### src/rtl/isop_mac_scheduler.sv
// Serial-MAC ISOP FIR: one shared multiplier, TAPS-deep history, writable coefficient bank; latency TAPS+1 cycles.
// Backpressure: in_ready/cfg_ready only in IDLE, so at most one sample per TAPS+1 cycles; clear waits for IDLE.
module isop_mac_scheduler #(
    parameter int TAPS  = 15,
    parameter int DW    = 8,
    parameter int CW    = 26,
    parameter int ACCW  = 40,
    parameter int SHIFT = 23
) (
    input  logic          clk,
    input  logic          rst,
    input  logic          in_valid,
    output logic          in_ready,
    input  logic [DW-1:0] in_data,
    output logic          out_valid,
    output logic [DW-1:0] out_data,
    input  logic          cfg_we,
    input  logic [3:0]    cfg_addr,
    input  logic [CW-1:0] cfg_data,
    output logic          cfg_ready,
    input  logic          clear
);

    typedef enum logic [1:0] {
        ST_CLEAR = 2'd0,
        ST_IDLE  = 2'd1,
        ST_MAC   = 2'd2
    } state_t;

    localparam logic [3:0]    LAST  = 4'(TAPS - 1);
    localparam logic [4:0]    NTAPS = 5'(TAPS);
    localparam logic [CW-1:0] UNITY = {{(CW-1){1'b0}}, 1'b1} << SHIFT;

    state_t               state_q, state_d;
    logic [3:0]           clr_cnt_q, clr_cnt_d;
    logic [3:0]           wr_ptr_q, wr_ptr_d;
    logic [3:0]           newest_q, newest_d;
    logic [3:0]           k_q, k_d;
    logic [ACCW-1:0]      acc_q, acc_d;
    logic                 out_valid_q, out_valid_d;
    logic [DW-1:0]        out_data_q, out_data_d;
    logic [CW-1:0]        coef_q [TAPS];
    logic [CW-1:0]        coef_d [TAPS];
    logic [DW-1:0]        hist_q [TAPS];
    logic [DW-1:0]        hist_d [TAPS];

    logic [3:0]              rd_idx;
    logic signed [DW+CW-1:0] prod;
    logic [ACCW-1:0]         prod_ext;

    // Tap k reads the sample k positions older than the newest, modulo TAPS.
    always_comb begin
        rd_idx   = newest_q - k_q + ((newest_q < k_q) ? 4'(TAPS) : 4'd0);
        prod     = $signed(hist_q[rd_idx]) * $signed(coef_q[k_q]);
        prod_ext = {{(ACCW-DW-CW){prod[DW+CW-1]}}, prod};
    end

    always_comb begin
        state_d     = state_q;
        clr_cnt_d   = clr_cnt_q;
        wr_ptr_d    = wr_ptr_q;
        newest_d    = newest_q;
        k_d         = k_q;
        acc_d       = acc_q;
        out_valid_d = 1'b0;
        out_data_d  = out_data_q;
        coef_d      = coef_q;
        hist_d      = hist_q;
        in_ready    = 1'b0;
        cfg_ready   = 1'b0;

        case (state_q)
            ST_CLEAR: begin
                hist_d[clr_cnt_q] = '0;
                if (clr_cnt_q == LAST) begin
                    clr_cnt_d = 4'd0;
                    state_d   = ST_IDLE;
                end else begin
                    clr_cnt_d = clr_cnt_q + 4'd1;
                end
            end
            ST_IDLE: begin
                cfg_ready = 1'b1;
                in_ready  = ~clear;
                if (clear) begin
                    clr_cnt_d = 4'd0;
                    state_d   = ST_CLEAR;
                end else if (in_valid) begin
                    hist_d[wr_ptr_q] = in_data;
                    newest_d         = wr_ptr_q;
                    wr_ptr_d         = (wr_ptr_q == LAST) ? 4'd0 : wr_ptr_q + 4'd1;
                    k_d              = 4'd0;
                    acc_d            = '0;
                    state_d          = ST_MAC;
                end
            end
            ST_MAC: begin
                acc_d = acc_q + prod_ext;
                if (k_q == LAST) begin
                    out_data_d  = acc_d[SHIFT+DW-1:SHIFT];
                    out_valid_d = 1'b1;
                    k_d         = 4'd0;
                    state_d     = ST_IDLE;
                end else begin
                    k_d = k_q + 4'd1;
                end
            end
            default: begin
                state_d = ST_CLEAR;
            end
        endcase

        // A write accepted alongside a sample lands before the MAC run reads it.
        if (cfg_we && cfg_ready && ({1'b0, cfg_addr} < NTAPS)) begin
            coef_d[cfg_addr] = cfg_data;
        end
    end

    always_ff @(posedge clk) begin
        if (rst) begin
            state_q     <= ST_CLEAR;
            clr_cnt_q   <= 4'd0;
            wr_ptr_q    <= 4'd0;
            newest_q    <= 4'd0;
            k_q         <= 4'd0;
            acc_q       <= '0;
            out_valid_q <= 1'b0;
            out_data_q  <= '0;
            for (int i = 0; i < TAPS; i++) begin
                coef_q[i] <= (i == (TAPS - 1) / 2) ? UNITY : '0;
            end
        end else begin
            state_q     <= state_d;
            clr_cnt_q   <= clr_cnt_d;
            wr_ptr_q    <= wr_ptr_d;
            newest_q    <= newest_d;
            k_q         <= k_d;
            acc_q       <= acc_d;
            out_valid_q <= out_valid_d;
            out_data_q  <= out_data_d;
            coef_q      <= coef_d;
        end
    end

    // History has no reset; the CLEAR sweep zeroes it after every rst.
    always_ff @(posedge clk) begin
        hist_q <= hist_d;
    end

    assign out_valid = out_valid_q;
    assign out_data  = out_data_q;

endmodule

### config.mk
export PLATFORM = sky130hd
export DESIGN_NAME = isop_mac_scheduler
export DESIGN_NICKNAME = d
export VERILOG_FILES = /design/src/rtl/isop_mac_scheduler.sv
export SDC_FILE = /design/constraint.sdc
export NUM_CORES = 2
export LEC_CHECK = 0
export CORE_ASPECT_RATIO = 0.5
export CORE_MARGIN = 2
export CORE_UTILIZATION = 25
export CTS_BUF_LIST = sky130_fd_sc_hd__clkbuf_8
export CTS_CLUSTER_SIZE = 30
export DETAILED_ROUTE_END_ITERATION = 12
export PLACE_DENSITY_LB_ADDON = 0.12
export SYNTH_ARGS = -nofsm -noshare
export SYNTH_HDL_FRONTEND = slang
export SYNTH_SLANG_ARGS = --single-unit
### constraint.sdc
create_clock -name clk -period 14.32 [get_ports clk]
set_input_delay 2.148 -clock clk [delete_from_list [all_inputs] [get_ports clk]]
set_output_delay 2.148 -clock clk [all_outputs]
set_load 0.01 [all_outputs]
### After elaboration in Yosys (flattened, before gate mapping)

Cells that the tools add are included.

* add/subtract/negate cells: 6
* reduce and logical (&&, ||, !) cells: 15
* multiplexer cells: 37
* multiply operators: 1
* bitwise operators: 9
* $lt $le $gt $ge: 10
* equal/unequal tests: 11

Operator list (number)
* $bwmux 390: 1
* $mux 120: 2
* $pmux 120 s2: 1
* $and 120x120->120: 1
* $bwmux 120: 1
* $not 120->120: 1
* $bmux 26 s4: 1
* $demux 26 s4: 1
* $mux 40: 2
* $pmux 40 s2: 1
* $mux 26: 3
* $demux 8 s4: 2
* $add 40x40->40: 1
* $mul 8x26->34: 1
* $bmux 8 s4: 1
* $mux 8: 4
* $mux 4: 7
* $ge 5x5->1 const B: 5
* $not 4->5: 5
* $pmux 4 s2: 2
* $lt 5x1->1 const B: 3
* $add 4x1->4 const B: 3
* $eq 4x4->1 const B: 3
* $reduce_and 3->1: 4
* other kinds (17): 33

* flip-flop bits (word level): 577
* input port bits: 43
* word-level logic and storage cells: 127

### Longest topological paths before layout

* depth in word-level cells: 10
* gate-level depth with buffers: 53
* mapped depth without buffers: 48

### Worst setup path after synthesis

Ideal clock, no wire load.

* path type: register -> register
* start: register k_q[2]
* end: register acc_q[30]
* stages on the path, launching flop included: 49
* setup time: 0.070 ns
* arrival: 10.788 ns
* buffers on the path: 7
* slack: 3.461 ns
* cell sequence: dfxtp_1 buf_2 clkinv_1 clkbuf_1 buf_1 ha_1 nor2b_1 o21ai_0 nand2b_1 ha_1 inv_1 ha_1 fa_1 clkbuf_1 buf_2 buf_2 mux4_2 mux2_2 [13 not listed] a21oi_2 a21boi_2 o32a_4 a21o_1 a21o_1 xor2_1 ha_1 a21o_1 a211oi_1 nor2_1 o211ai_1 o21ai_2 a31oi_1 o21ai_1 xnor3_1 xnor2_1 nand2_1 a21oi_1

* longest elaborated chain between the ends: 10
* elaborated cells between the ends (all ways): 15

Ends and longest elaborated chain
* start: declaration: line 38 `logic [3:0] k_q, k_d;`
* start signal: assignment: line 137 `k_q <= k_d;`
* $lt 4x4->1: line 53 `rd_idx = newest_q - k_q + ((newest_q < k_q) ? 4'(TAPS) : 4'd0);`
* $mux 4: line 53
* $add 4x4->4: line 53
* $not 4->5 (not written as such): line 54 `prod = $signed(hist_q[rd_idx]) * $signed(coef_q[k_q]);`
* $bmux 8 s4: line 54
* $mux 8 (not written as such) (2 in series): line 54
* $mul 8x26->34 *: line 54
* $add 40x40->40 *: line 98 `acc_d = acc_q + prod_ext;`
* $pmux 40 s2 *: line 72 `case (state_q)`
* end signal: assignment: line 126 `acc_q <= '0;`
* end signal: assignment: line 138 `acc_q <= acc_d;`
* end: declaration: line 39 `logic [ACCW-1:0] acc_q, acc_d;`

Every way passes the cells marked *; elsewhere a longest branch is shown, timed or not. The select of a mux whose other input is x is not followed.
A chain may end at the register's enable or synchronous reset.

### Worst setup path in the final report

Ends and elaborated chain as after synthesis.

==> summary by stage <==
Global routing
The global router's overall resource usage is 17.2%. The layer with the highest usage is met2. The fraction of met1 tracks used by global routing is 24.7%.

The global-route wire length before repair is 177 mm. The number of global-route vias before repair was 27000. Global routing finished with a remaining overflow of 0. The met3 capacity usage during global routing is 2.92%.

The number of antenna violations at the first check in global routing was 4. The met2 track demand over resource is 26.4%. Entering global routing, the biggest net connects 136 pins.

Routing
In the final routed layout, each cell accounts on average for 20.8 um. The overall via count from detail_route is 27000. Wires add up to 117 mm. The count of routing violations after the opening detailed-route iteration is 2088.

The number of antenna-violating nets in the routed design is 0. After detailed routing, the number of vias per cell comes to 4.77. The detailed-router iteration count before antenna repair is 5. The DRC violation count after routing is 0.

CTS
The CTS tree is done. The number of cells upsized or downsized after cts is 0. Clock-pin slew was measured on the worst setup and hold paths at 0.07 ns. Buffers inserted during clock tree synthesis total 96. CTS saw 568 sinks. Once the clock tree was built, the setup fixing pass inserted 0 buffers.

The largest buffer count on any clock path is 3. The H-tree was split into 3 levels. The clock latency on the worst-skew pair is 0.80 ns. The root buffer cell chosen for the clock tree is sky130_fd_sc_hd__clkbuf_8. Hold repair after CTS inserted 0 buffers.

Synth
Of the synthesized area, sequential elements account for 38.0%. Counting flops with a built-in enable in the synthesized netlist gives 120. The number of synthesized register bits is 568. The top cell type by area accounts for 27.1% of the synthesized area. The async set or reset register ratio after synthesis is 0%. Yosys printed 0 warnings. The mapped netlist covers 33100 um^2. Synthesis produced a netlist with a net count of 4136. A synthesized cell averages 8.63 um^2.

The count of different cell masters after synthesis is 69. In the synthesized netlist the dominant register cell turns out to be sky130_fd_sc_hd__dfxtp_1. The post-synthesis cell count is 3835. By area the synthesized netlist is led by sky130_fd_sc_hd__dfxtp_1, sky130_fd_sc_hd__nand2_1, sky130_fd_sc_hd__edfxtp_1. sky130_fd_sc_hd__dfxtp_1 takes more of the synthesized area than any other cell.

Floorplan
The core region is 131000 um^2. The die area is 135000 um^2. The number of primary I/O pins is 54.

The horizontal die dimension is 519 um. The starting density of the core is 25.2%. The placement row count is 94.

Measured along the y axis, the die boundary spans 261 um.

Worst setup path
The critical register-to-register path endpoint is acc_q[30]. The endpoint kind of the worst setup timing path is a register. The largest stage delay on the critical path is 0.66 ns.

The worst setup path is launched from a register. The largest fanout on the critical path is 33. The startpoint of the most critical register-to-register path is k_q[2].

For this design, the slowest cell found on the critical path is sky130_fd_sc_hd__dfxtp_2. Counting cells, the worst reg-to-reg path comes to 44. The critical path is of the register to register type. The number of buffers and inverters on the critical path is 8. The arrival time of the worst setup path is 12.18 ns. The required time of the worst setup path is 15.04 ns.

Across all register-to-register paths, the minimum setup slack is 2.86 ns. Broken down by cell family, the worst path's largest delay share belongs to adder cells.

Timing
The highest clock frequency the design can meet is 0.0872 GHz. The worst relative slew slack is 6.97%. The final period utilization is 80.0%. The clock arrives with 0.0391 ns of skew.

At the pin with the least slew margin, the transition time is 1.38 ns. The count of final max-slew check failures is 0. Setup repair after global routing left no endpoint under its margin. The minimum clock period is 11.46 ns.

The final hold violation count is 0. The accumulated negative setup slack is 0 ns. Setup violations remaining at the end of the flow were counted as 0.

Place
At the end of routability-driven placement, the weighted congestion stood at 0.790. The count of buffers from port buffering is 53. The final HPWL from detailed placement is 77.1 mm.

Min path
In this run the worst hold path is classified as register to register. The startpoint identified for the worst hold timing path is coef_q[0]. Along the worst hold path, the cell count comes to 2.

The terminating pin of the worst hold path is coef_q[0].

Cells and area
In the layout the commonest cells are sky130_fd_sc_hd__nand2_1, sky130_fd_sc_hd__a21oi_1, sky130_fd_sc_hd__dfxtp_1. The layout cell share with drive strength beyond 1 is 10.9%. The total number of nets in the final design is 4100. Leaving out fill and tap cells, the most frequent cell in the layout is sky130_fd_sc_hd__nand2_1. Compared with the post-synthesis result, the final layout area differs by 13.1%.

Flow run
Max-cap violations in this run came to 0.

Pwr
The cell leakage power is 13.7 nW. The power density over the cells is 98.6 nW/um^2. The worst supply voltage drop on vdd is 0.0000601 V. Overall power consumption after layout is estimated at 3.69 mW.

Outcome
The flow ran to the end, and the final reports show no timing, DRC or antenna violations.
-- cells in the mapped netlist (29+ instances only) --
| cell | number |
|---|---|
| sky130_fd_sc_hd__nand2_1 | 1022 |
| sky130_fd_sc_hd__a21oi_1 | 484 |
| sky130_fd_sc_hd__dfxtp_1 | 448 |
| sky130_fd_sc_hd__nor2_1 | 250 |
| sky130_fd_sc_hd__inv_1 | 240 |
| sky130_fd_sc_hd__clkbuf_1 | 202 |
| sky130_fd_sc_hd__fa_1 | 155 |
| sky130_fd_sc_hd__o21ai_0 | 130 |
| sky130_fd_sc_hd__edfxtp_1 | 120 |
| sky130_fd_sc_hd__ha_1 | 103 |
| sky130_fd_sc_hd__mux4_2 | 102 |
| sky130_fd_sc_hd__a22o_1 | 56 |
| sky130_fd_sc_hd__xnor2_1 | 52 |
| sky130_fd_sc_hd__mux2_2 | 34 |
| sky130_fd_sc_hd__or2_2 | 33 |
| sky130_fd_sc_hd__a21o_1 | 32 |
| sky130_fd_sc_hd__o21ai_1 | 32 |
| sky130_fd_sc_hd__buf_2 | 30 |
| sky130_fd_sc_hd__nand3_1 | 29 |
-- state kept, by name, indices dropped and copies added (netlist names) --
name and flops:
coef_q 390, hist_q 120, clr_cnt_q 4, acc_q 31
k_q 4, out_valid 1, out_data 8, newest_q 4
wr_ptr_q 4, state_q 2
-- power breakdown --
group	internal [mW]	total, mW	switching [mW]
Sequential	1.80	1.92	0.111
Clock	0.775	1.53	0.755
Combinational	0.118	0.244	0.127
-- final cells by class --
class / count / area [um^2]
clock buffers: 113 / 1560
flip-flops and latches: 568 / 12600
repair buffers: 117 / 1020
fillers: 14100 / 94000
well taps: 1776 / 2220
inverters: 243 / 912
multi-input cells: 2773 / 18700
clock inverters: 59 / 374
diodes: 5 / 12.5
-- worst reg2reg max path: cells and delay by family (launching register included) --
family                   cells  cell delay (ns)
AO/OA/AOI/OAI               15             2.90
flip-flops                   1             0.66
XOR/XNOR                     3             0.72
buffers and inverters        8             1.45
multiplexers                 2             0.73
adder cells (fa/ha/maj)     10             4.12
AND/OR/NAND/NOR              6             0.82
-- worst max path at each step --
stage / from / endpoint / slack, ns / depth (start not counted)
2_1_floorplan: k_q[2] / acc_q[30] / 3.46 / 48
5_1_grt: k_q[2] / acc_q[30] / 1.93 / 42
3_3_place_gp: k_q[2] / acc_q[30] / 2.85 / 40
6_report: k_q[2] / acc_q[30] / 2.86 / 44
3_5_place_dp: k_q[2] / acc_q[30] / 2.69 / 40
4_1_cts: k_q[2] / acc_q[30] / 2.69 / 40
-- cells by family after synthesis --
family,share of synthesized area (%)
flip-flops,38.0
adder cells (fa/ha/maj),13.3
AND/OR/NAND/NOR,17.6
XOR/XNOR,1.85
AO/OA/AOI/OAI,14.9
buffers and inverters,5.74
multiplexers,8.64
-- stage by stage --
stage / utilization [%] / std cells / setup WS [ns] / instance area, um^2 / hold slack [ns]
after floorplan: - / 3835 / 3.46 / 33100 / 0.433
after global placement: 27.0 / 5477 / 2.85 / 35500 / 0.438
after detailed placement: 27.0 / 5477 / 2.69 / 35500 / 0.443
after CTS: 28.5 / 5649 / 2.69 / 37400 / 0.452
after global routing: 28.5 / 5653 / 1.93 / 37400 / 0.467
final: 28.5 / 5654 / 2.86 / 37400 / 0.452
-- per-layer routing --
layer | vias up | part of all wire [%]
met5 | - | 0
met1 | 13300 | 49
met4 | 0 | 2.5
li1 | 12800 | -
met2 | 674 | 43
met3 | 162 | 5.4
Power figures use the tool's default switching activity.
